File: config.mk
export PLATFORM = sky130hd
export DESIGN_NAME = pc_stack_counter
export DESIGN_NICKNAME = d
export VERILOG_FILES = /design/src/rtl/pc_stack_pkg.sv /design/src/rtl/pc_lifo.sv /design/src/rtl/pc_stack_counter.sv
export SDC_FILE = /design/constraint.sdc
export NUM_CORES = 1
export LEC_CHECK = 0
export CORE_ASPECT_RATIO = 0.6
export CORE_MARGIN = 3
export CORE_UTILIZATION = 40
export CTS_BUF_LIST = sky130_fd_sc_hd__clkbuf_8
export DETAILED_ROUTE_END_ITERATION = 16
export GPL_TIMING_DRIVEN = 1
export SYNTH_ARGS = -nofsm -noshare
export SYNTH_HDL_FRONTEND = slang
export SYNTH_SLANG_ARGS = --single-unit
export TNS_END_PERCENT = 50
File: constraint.sdc
create_clock -name clk -period 2.9 [get_ports clk]
set_input_delay 0.87 -clock clk [delete_from_list [all_inputs] [get_ports clk]]
set_output_delay 0.87 -clock clk [all_outputs]
set_load 0.1 [all_outputs]
File: src/rtl/pc_stack_pkg.sv
// Shared types for the VeriRISC program counter: command encoding and priority decode.
package pc_stack_pkg;

    typedef enum logic [2:0] {
        CMD_HOLD = 3'd0,
        CMD_INC  = 3'd1,
        CMD_RET  = 3'd2,
        CMD_CALL = 3'd3,
        CMD_LOAD = 3'd4
    } pc_cmd_e;

    // Strict priority: load > call > ret > enable > hold.
    function automatic pc_cmd_e pc_decode(input logic load, input logic call,
                                          input logic ret, input logic enable);
        if (load)        return CMD_LOAD;
        else if (call)   return CMD_CALL;
        else if (ret)    return CMD_RET;
        else if (enable) return CMD_INC;
        else             return CMD_HOLD;
    endfunction

endpackage

File: src/rtl/pc_lifo.sv
// Return-address LIFO; push is ignored when full and pop when empty.
module pc_lifo #(
    parameter int WIDTH = 5,
    parameter int DEPTH = 4
) (
    input  logic             clk,
    input  logic             rst_,
    input  logic             push,
    input  logic             pop,
    input  logic [WIDTH-1:0] wdata,
    output logic [WIDTH-1:0] rdata,
    output logic             full,
    output logic             empty
);

    localparam int OW = $clog2(DEPTH + 1);
    localparam logic [OW-1:0] DEPTH_OCC = OW'(DEPTH);

    logic [OW-1:0]    occ;
    logic [OW-1:0]    occ_nxt;
    // Sized to the full occupancy index range so occ-1 never indexes out of bounds.
    logic [WIDTH-1:0] mem [0:(1<<OW)-1];

    always_comb begin
        occ_nxt = occ;
        if (push && !full)
            occ_nxt = occ + 1'b1;
        else if (pop && !empty)
            occ_nxt = occ - 1'b1;
    end

    always_ff @(posedge clk or negedge rst_) begin
        if (!rst_) begin
            occ   <= '0;
            full  <= 1'b0;
            empty <= 1'b1;
        end else begin
            occ   <= occ_nxt;
            full  <= (occ_nxt == DEPTH_OCC);
            empty <= (occ_nxt == '0);
        end
    end

    // Contents are deliberately not reset; only occupancy defines validity.
    always_ff @(posedge clk) begin
        if (push && !full)
            mem[occ] <= wdata;
    end

    assign rdata = mem[occ - 1'b1];

endmodule

File: src/rtl/pc_stack_counter.sv
// Program counter with call/return stack. Define PC_STACK_ERR_EN to enable the
// sticky ovf_err/unf_err flags and err_clr; otherwise the flags are tied to 0.
module pc_stack_counter
    import pc_stack_pkg::*;
#(
    parameter int               WIDTH     = 5,
    parameter int               DEPTH     = 4,
    parameter logic [WIDTH-1:0] RESET_VAL = '0
) (
    input  logic             clk,
    input  logic             rst_,
    input  logic [WIDTH-1:0] data,
    input  logic             load,
    input  logic             call,
    input  logic             ret,
    input  logic             enable,
    input  logic             err_clr,
    output logic [WIDTH-1:0] count,
    output logic             stack_full,
    output logic             stack_empty,
    output logic             ovf_err,
    output logic             unf_err
);

    pc_cmd_e          cmd;
    logic [WIDTH-1:0] top;
    logic             do_push;
    logic             do_pop;

    assign cmd     = pc_decode(load, call, ret, enable);
    assign do_push = (cmd == CMD_CALL);
    assign do_pop  = (cmd == CMD_RET);

    pc_lifo #(
        .WIDTH (WIDTH),
        .DEPTH (DEPTH)
    ) u_lifo (
        .clk   (clk),
        .rst_  (rst_),
        .push  (do_push),
        .pop   (do_pop),
        .wdata (count + 1'b1),
        .rdata (top),
        .full  (stack_full),
        .empty (stack_empty)
    );

    always_ff @(posedge clk or negedge rst_) begin
        if (!rst_) begin
            count <= RESET_VAL;
        end else begin
            case (cmd)
                CMD_LOAD: count <= data;
                CMD_CALL: count <= data;
                CMD_RET:  if (!stack_empty) count <= top;
                CMD_INC:  count <= count + 1'b1;
                default:  count <= count;
            endcase
        end
    end

`ifdef PC_STACK_ERR_EN
    // A same-cycle error event takes precedence over err_clr.
    always_ff @(posedge clk or negedge rst_) begin
        if (!rst_) begin
            ovf_err <= 1'b0;
            unf_err <= 1'b0;
        end else begin
            if (do_push && stack_full)
                ovf_err <= 1'b1;
            else if (err_clr)
                ovf_err <= 1'b0;
            if (do_pop && stack_empty)
                unf_err <= 1'b1;
            else if (err_clr)
                unf_err <= 1'b0;
        end
    end
`else
    logic err_clr_unused;
    assign err_clr_unused = err_clr;
    assign ovf_err = 1'b0;
    assign unf_err = 1'b0;
`endif

endmodule

Word-level counts from Yosys, hierarchy flattened

Memories as Yosys holds them, arrays and structs flattened.
Index checks and enable logic that the tools add are counted.

Eq/ne operators: 6
Multiplexer cells: 10
Reductions and logical operators: 8
Add/subtract/negate cells: 3

Operator list:

| kind                                                                  | number |
|---|---|
| 5-bit one-hot mux with 3 select lines                                 | 1 |
| 3-bit two-way mux                                                     | 3 |
| 3-bit by 2-bit equality test with 1-bit output, second input constant | 2 |
| 3-bit equality test, second input constant                            | 2 |
| 5-bit by 1-bit adder with 5-bit output, second input constant         | 1 |
| 5-bit two-way mux                                                     | 1 |
| 2-bit two-way mux                                                     | 2 |
| 3-bit by 1-bit adder with 3-bit output, second input constant         | 1 |
| 3-bit by 1-bit equality test with 1-bit output, second input constant | 1 |
| 3-bit zero test                                                       | 1 |
| 1-bit two-way mux                                                     | 3 |
| 3-bit nonzero test                                                    | 1 |
| 3-bit by 1-bit subtractor with 3-bit output, second input constant    | 1 |
| 1-bit logical AND                                                     | 2 |
| 1-bit zero test                                                       | 2 |
| 2-bit != test, second input constant                                  | 1 |
| 2-bit AND reduction                                                   | 1 |
| 2-bit OR reduction                                                    | 1 |

RAM bits: 40
Output and inout port bits: 9
Bits of input ports: 12
Word-level logic and storage cells: 32
Memories kept: 1
Register bits: 10

Memories:

| name       | depth | width | rd ports | clocked after Yosys merged registers in | write ports | RTL line      | source |
|---|---|---|---|---|---|---|---|
| u_lifo.mem | 8     | 5     | 1        | 0                                       | 1           | pc_lifo.sv:22 | `logic [WIDTH-1:0] mem [0:(1<<OW)-1];` |

Logic depth before layout (Yosys ltp)

Depth in word-level cells: 9
Depth in mapped cells: 9
Depth with buffers taken out: 6

Modules after synthesis

Synthesis repeated with hierarchy kept, for this count alone.

Cells, all modules: 151
Area total of the unflattened synthesis: 2353.5 µm²

Modules (own cells, without submodules):

| module           | times used | cells each | seq. area each (µm²) | area an instance (µm²) |
|---|---|---|---|---|
| pc_lifo          | 1          | 101        | 1327.5               | 1903.1 |
| pc_stack_counter | 1          | 50         | 125.1                | 450.4 |

Least setup slack after synthesis

OpenSTA, ideal clock, no wires.

Kind: register to register
From: register u_lifo.full
To: memory u_lifo.mem[0][0] (enable)
Data arrival time: 1939 ps
Required time: 2519 ps
Path slack: 580 ps
Period minus slack after synthesis: 2320 ps
Setup time: 381 ps
Path buffers: 0
Stages on the path, launching flop included: 3
Cell sequence: dfrtp_1 > or3b_2 > nor4_1

Word-level cells in the longest chain between the ends: 4

RTL lines:

| what                                    | RTL line      | source |
|---|---|---|
| start: declaration                      | pc_lifo.sv:12 | `output logic full,` |
| start signal: assignment                | pc_lifo.sv:39 | `full <= (occ_nxt == DEPTH_OCC);` |
| 1-bit zero test                         | pc_lifo.sv:46 | `if (push && !full)` |
| 1-bit logical AND                       | pc_lifo.sv:46 |  |
| 1-bit two-way mux                       | pc_lifo.sv:46 |  |
| 1-bit two-way mux (not written as such) | pc_lifo.sv:47 | `mem[occ] <= wdata;` |
| end: declaration                        | pc_lifo.sv:22 |  |

No other way between the ends.

Final worst setup path

From: input load
To: memory u_lifo.mem[2][4] (enable)

Word-level cells in the longest chain between the ends: 5

RTL lines:

| what                                           | RTL line               | source |
|---|---|---|
| start: declaration                             | pc_stack_counter.sv:13 | `input logic load,` |
| 3-bit two-way mux                              | pc_stack_pkg.sv:15     | `if (load) return CMD_LOAD;` |
| 3-bit by 2-bit equality test with 1-bit output | pc_stack_counter.sv:31 | `assign do_push = (cmd == CMD_CALL);` |
| 1-bit logical AND                              | pc_lifo.sv:46          |  |
| 1-bit two-way mux                              | pc_lifo.sv:46          |  |
| 1-bit two-way mux (not written as such)        | pc_lifo.sv:47          |  |

No other way between the ends.

==> results by stage <==
STA:
- In this run the tightest slew margin relative to its limit is roughly 41%.
- The minimum clock period is 2.46 ns.
- Setup violations remaining at the end of the flow were counted as 0.
- Setup repair after global routing left no endpoint under its margin.
- The slew at the pin closest to its max-slew limit is 0.881 ns.
- Timing would allow up to between 400 and 500 MHz.
- The final worst setup slack is 0.436 ns.
- The number of max-slew violations in the final report is 0.
- The smallest hold slack is 0.586 ns.
- The final count of hold timing violations is 0.
- The final worst-path cycle share is 85.0%.
- After routing, the total negative slack on setup checks comes to 0 ns.
- For the final database, setup skew stands at approximately 0.0086 ns.

Setup path:
- Traced cell by cell, the critical path runs through clkdlybuf4s50_1, or3b_2, nor3_1, buf_4.
- The startpoint of the lowest-slack register-to-register path is u_lifo.occ[1].
- Along the worst path, the maximum fanout reaches 5.
- STA classifies the critical path startpoint as an input pin.
- The kind of cell adding the most delay to the critical path is simple AND/OR/NAND/NOR gates.
- The combined buffer and inverter count along the critical path is 2.
- The cell with the largest stage delay on the worst path is sky130_fd_sc_hd__or3b_2.
- The start-to-end type of the worst setup path is input pin to register.
- The number of cells on the worst reg-to-reg path is 7.
- The setup slack of the worst register-to-register path is around 0.6 ns.
- The delay contributed by the slowest stage of the critical path is 0.58 ns.
- STA puts the critical path data arrival time at 2.49 ns.
- In this run the critical register-to-register path is captured at count[2].
- The worst setup path is captured at a register.
- Data on the critical path is required at its endpoint by 2.93 ns.

Power:
- For this design the static power due to leakage is 0.991 nW.
- The total power per unit cell area is roughly 1000 mW/mm2.
- IR analysis of the VDD net gives a maximum drop of approximately 360 uV.

Logic synthesis:
- The Yosys step of the flow raised 0 warnings.
- Synthesis inferred 50 register bits.
- The post-synthesis async set-or-reset flop share is about a fifth.
- The netlist area before placement is between 0.002 and 0.0025 mm2.
- In this run, synthesis inferred 40 flip-flops with an integrated enable.
- Counting distinct cell types in the post-synthesis netlist gives 36.
- Synthesis produced a netlist whose cell count is 157.
- The post-synthesis sequential area ratio is a little under two thirds.
- The dominant synthesized flop cell is sky130_fd_sc_hd__edfxtp_1.
- Averaged over all synthesized cells, the footprint is between 10 and 15 um2.

Clock tree:
- Once the clock tree was built, the resizer swapped 0 gates to a different size.
- The buffer cell driving the clock tree root is sky130_fd_sc_hd__clkbuf_8.
- The tree built by TritonCTS fans out to 50 sinks.
- The number of buffers added for setup after CTS is 0.
- The clock reaches the later pin of the worst-skew pair after ~0.3 ns.
- The count of hold-fix buffers inserted at cts is 0.
- The maximum level of the CTS H-tree is 2.
- The clock transition at the register clock pins on the worst setup and hold paths after CTS is about 0.09 ns.
- The clock tree from TritonCTS is done.
- The maximum number of buffers from clock root to sink is 2.
- Counting the buffers created by CTS gives 5.

Routing:
- The wire length the detailed router placed on met1 is 2370 um.
- The detailed router placed between 1000 and 1500 vias in this run.
- The sum of met2 wire segment lengths after detailed routing is roughly 2000 um.
- In the final routed layout, each cell accounts on average for ~18 um.
- The post-route antenna net violation count is 0.
- The routed design uses roughly 250 um of met3 wire.
- The top metal layer carrying routed signals is met4.
- The first detailed-routing pass ran for 4 iterations.
- In the routed design, unresolved DRC markers number 0.
- After detailed routing, the number of vias per cell comes to 5.26.
- For this block, the initial DRC count from the detailed router was 96.
- Summed over all layers, the routed wires come to around 4600 um.

Final layout:
- The final layout contains about 200 nets.
- The repair_antennas step left the layout with diodes totalling 0.
- Fill cells in the final layout number 470.
- The area added between synthesis and finish is 18.1%.
- The share of cells above drive strength 1 is a little under a quarter.

Job:
- The tool flagged a number of max-cap violations equal to 0.

Floorplan:
- The die footprint is 0.00669 mm2.
- The chip height is 64.6 um.
- Measured along the x axis, the die boundary spans 104 um.
- After floorplanning, the core was divided into 20 placement rows.
- The initial cell density of the core is a little over two fifths.
- The total I/O pin count is 21.
- The placeable core region is between 0.005 and 0.006 mm2.

Outcome:
- The run finished with clean final reports.

GRT:
- The initial antenna violation count was 0.
- Global routing finished with a remaining overflow of 0.
- Global routing consumed, over all layers together, 15.0% of the routing resources.
- Entering global routing, the biggest net connects 19 pins.
- The via count of the first global-routing pass is 1423.
- The first global-routing pass estimated 7550 um of wire.

Placed design:
- Prior to clock tree synthesis, the placed netlist has a worst setup slack of 0.135 ns.
- After legalization and detailed placement, the total HPWL measured about 3500 um.
- The weighted congestion reported at the end of routability-driven placement is around 0.81.
- In this run the tool buffered the top-level ports with 17 buffer cells.

Worst hold path:
- The worst hold path was traced through 2 stages.
- The worst hold path begins at count[4].
- The type of the most critical hold path is register to register.
- The terminating pin of the worst hold path is count[4].
==> logic make-up after synthesis <==
family / after synthesis / synth area share [%]
AOI/OAI and AO/OA: 24 / 7.44
xor gates and xnor gates: 8 / 3.39
adders and majority gates: 3 / 1.64
buffers and inverters: 12 / 2.79
DFF: 50 / 63.5
muxes: 16 / 10.3
other: 1 / 0.164
and+or+nand+nor: 43 / 10.7
==> per-layer routing <==
| metal | GRT usage (%) | vias up |
|---|---|---|
| met5 | 0 | - |
| met4 | 3.32 | 0 |
| met3 | 4.48 | 2 |
| met2 | 22.1 | 38 |
| met1 | 21.9 | 699 |
| li1 | - | 656 |
==> where the power goes <==
group	internal [mW]	switching (mW)	total, mW
Sequential	0.941	0.0857	1.03
Combinational	0.434	0.763	1.20
Clock	0.254	0.229	0.483
Total	1.63	1.08	2.71
==> tightest hold or removal path, stage by stage, from the launching register on <==
cell	delay, ns
sky130_fd_sc_hd__dfrtp_1	0.39
sky130_fd_sc_hd__nor2_1	0.06
sky130_fd_sc_hd__a21oi_1	0.10
==> sequential cells by signal, indices dropped and copies added (netlist names) <==
register,count
u_lifo.mem,40
count,5
u_lifo.occ,3
u_lifo.empty,1
u_lifo.full,1
==> worst max-delay path by stage <==
| stage | start | cells past startpoint | endpoint |
|---|---|---|---|
| after floorplan | load | 2 | u_lifo.mem[0][0] |
| after global placement | load | 4 | u_lifo.mem[2][2] |
| after detailed placement | load | 4 | u_lifo.mem[2][2] |
| after CTS | load | 4 | u_lifo.mem[2][2] |
| after global routing | load | 4 | u_lifo.mem[2][4] |
| final | load | 4 | u_lifo.mem[2][4] |
==> placed cells by master, fill, tap and decap left out, types with 6 or more instances in the layout <==
cell and n:
sky130_fd_sc_hd__edfxtp_1 40, sky130_fd_sc_hd__buf_4 21, sky130_fd_sc_hd__nor3_1 10, sky130_fd_sc_hd__clkdlybuf4s50_1 10, sky130_fd_sc_hd__nor2_1 9, sky130_fd_sc_hd__mux2i_1 9
sky130_fd_sc_hd__dfrtp_1 9, sky130_fd_sc_hd__xnor2_1 6, sky130_fd_sc_hd__mux4_2 6, sky130_fd_sc_hd__o211ai_1 6
==> area by class of cell <==
cell class                 instances  area (um2)  area share (%)
clock inverter                     3        40.0            1.48
clock buffer                       5        68.8            2.55
timing repair buffer              31         258            9.55
tap                               77        96.3            3.57
sequential                        50        1450            53.8
multi-input combinational         96         773            28.6
inverter                           3        11.3           0.417
==> cells in the mapped netlist, drive strengths merged (3+ instances only) <==
cell type / instances / area [um2]
a21oi: 5 / 25.0
xnor2: 6 / 52.6
nand2b: 5 / 31.3
nor2: 9 / 33.8
buf: 7 / 45.0
dfrtp: 9 / 225
o211ai: 6 / 45.0
o21ai: 4 / 20.0
ha: 3 / 37.5
mux2i: 9 / 90.1
nand2: 5 / 18.8
inv: 3 / 11.3
a22oi: 3 / 22.5
mux4: 6 / 135
nor3: 10 / 50.1
nand3: 4 / 20.0
edfxtp: 40 / 1200
==> through the flow <==
stage | std cells | total power [mW] | util, % | instance area (um2)
floorplan | 158 | 1.93 | - | 2290
global placement | 257 | 2.22 | 49.1 | 2590
detailed placement | 257 | 2.25 | 49.1 | 2590
CTS | 265 | 2.72 | 51.1 | 2700
global route | 265 | 2.86 | 51.1 | 2700
finish | 265 | 2.71 | 51.1 | 2700
Power figures use the tool's default switching activity.
==> patch: new RTL, same flow settings <==
Build with the macro `PC_STACK_ERR_EN` defined.
--- a/src/rtl/pc_stack_counter.sv
+++ b/src/rtl/pc_stack_counter.sv
@@ -1,5 +1,7 @@
 // Program counter with call/return stack. Define PC_STACK_ERR_EN to enable the
 // sticky ovf_err/unf_err flags and err_clr; otherwise the flags are tied to 0.
+`define PC_STACK_ERR_EN
+
 module pc_stack_counter
     import pc_stack_pkg::*;
 #(
Function: changed (a bounded check fails within 4 cycles, from zero or initial values and one cycle with rst_ low).
==> patch against the unedited design <==
Critical path depth is the same. Die area grew 4.4%. Sequential cell count grew 2. Final area grew 4.3%. Core utilization shrank 1.5 points. Worst setup slack gained 27 ps. Routed wire length grew 12%. Total power grew 2.9%. Fmax grew 1.1%. Sequential power grew 4%. Area after synthesis grew 4.8%. Hold slack lost 80 ps.
==> patch: results <==
metrics = {
    "run_status": {
        "status": "complete, no violations",
    },
    "layout": {
        "inv_count": 7,
        "drive_above_1_share": 0.226,
        "multi_input_area_share": 0.285,
        "layout.nonclk_buf_frac": 0.0951,
        "fillCellCount": 498,
        "multi_input_comb_area_um2": 802,
        "clk_share": 0.0413,
    },
    "critical_path": {
        "crit_fanout": 7,
        "cp_slowest_cell": "clkdlybuf4s50_1",
        "cp.arrival_ps": 2460,
        "max_stage_delay_ps": 600,
    },
    "power_and_ir_drop": {
        "power_frac_comb": 0.436,
        "p_leak_uw": 0.00101,
        "vdd_drop_max_mv": 0.608,
        "switching_share": 0.401,
        "power_frac_clock": 0.180,
        "p_sw_uw": 1120,
    },
    "detailed_routing": {
        "wirelength_um": 5210,
        "wl_met3_um": 271,
        "drt_iter0_drc": 135,
        "num_vias": 1465,
    },
    "placement": {
        "placed_cell_area_um2": 2700,
        "io_buffer_count": 20,
        "place_congestion": 0.814,
        "pre_cts_slack_ps": 167,
        "dp_hpwl_um": 3900,
        "dp.cells": 262,
    },
    "synth": {
        "post-synth-top-area-fraction": 0.501,
        "syn_avg_cell_area_um2": 15.2,
        "ys_ff_latch": 52,
        "yosysSeqAreaShare": 0.627,
        "yosys-top-cells-count": "edfxtp_1, dfrtp_1, mux2i_1, nand3_1, nor2_1",
        "synth_cell_type_count": 47,
        "async_flop_share": 0.231,
        "yosys-top-cells-area": "edfxtp_1, dfrtp_1, mux4_2",
    },
    "global_routing": {
        "gr-usage-met1": 0.252,
        "grtUsageMet2": 0.217,
        "grt_pass1_vias": 1418,
        "grt_pass1_wl_um": 8130,
        "gr-usage-met3": 0.0361,
        "grt_max_degree": 20,
        "grt_use_total": 0.159,
    },
    "sta": {
        "tightestPinTransition_ps": 888,
    },
    "die": {
        "nWellTaps": 80,
    },
}
[patch: changes by cell type in the layout (fill, tap and decap cells not counted), sizes merged, moves of 3 or more]
cell | before | now
nor3 | 10 | 4
inv | 3 | 7
nand3 | 4 | 8
o211ai | 6 | 3
o21ai | 4 | 1
[patch: worst paths after layout]
path	cells after the start	start	end	slack, ps
max	4	call	u_lifo.mem[6][3]	460
min	1	ovf_err	ovf_err	510
max reg2reg	6	u_lifo.occ[1]	count[1]	650
min reg2reg	1	ovf_err	ovf_err	510
max in group asynchronous	1	rst_	u_lifo.empty	1610
min in group asynchronous	1	rst_	u_lifo.occ[2]	920
[patch: kinds of logic (layout without fill, tap and decap cells)]
group,Yosys count,in the layout,synth area share
muxes,16,16,0.112
and+or+nand+nor,42,42,0.0997
xor gates and xnor gates,9,9,0.0407
buffers and inverters,15,47,0.0381
adders and majority gates,3,3,0.0157
AOI/OAI and AO/OA,21,21,0.0668
DFF,52,52,0.627
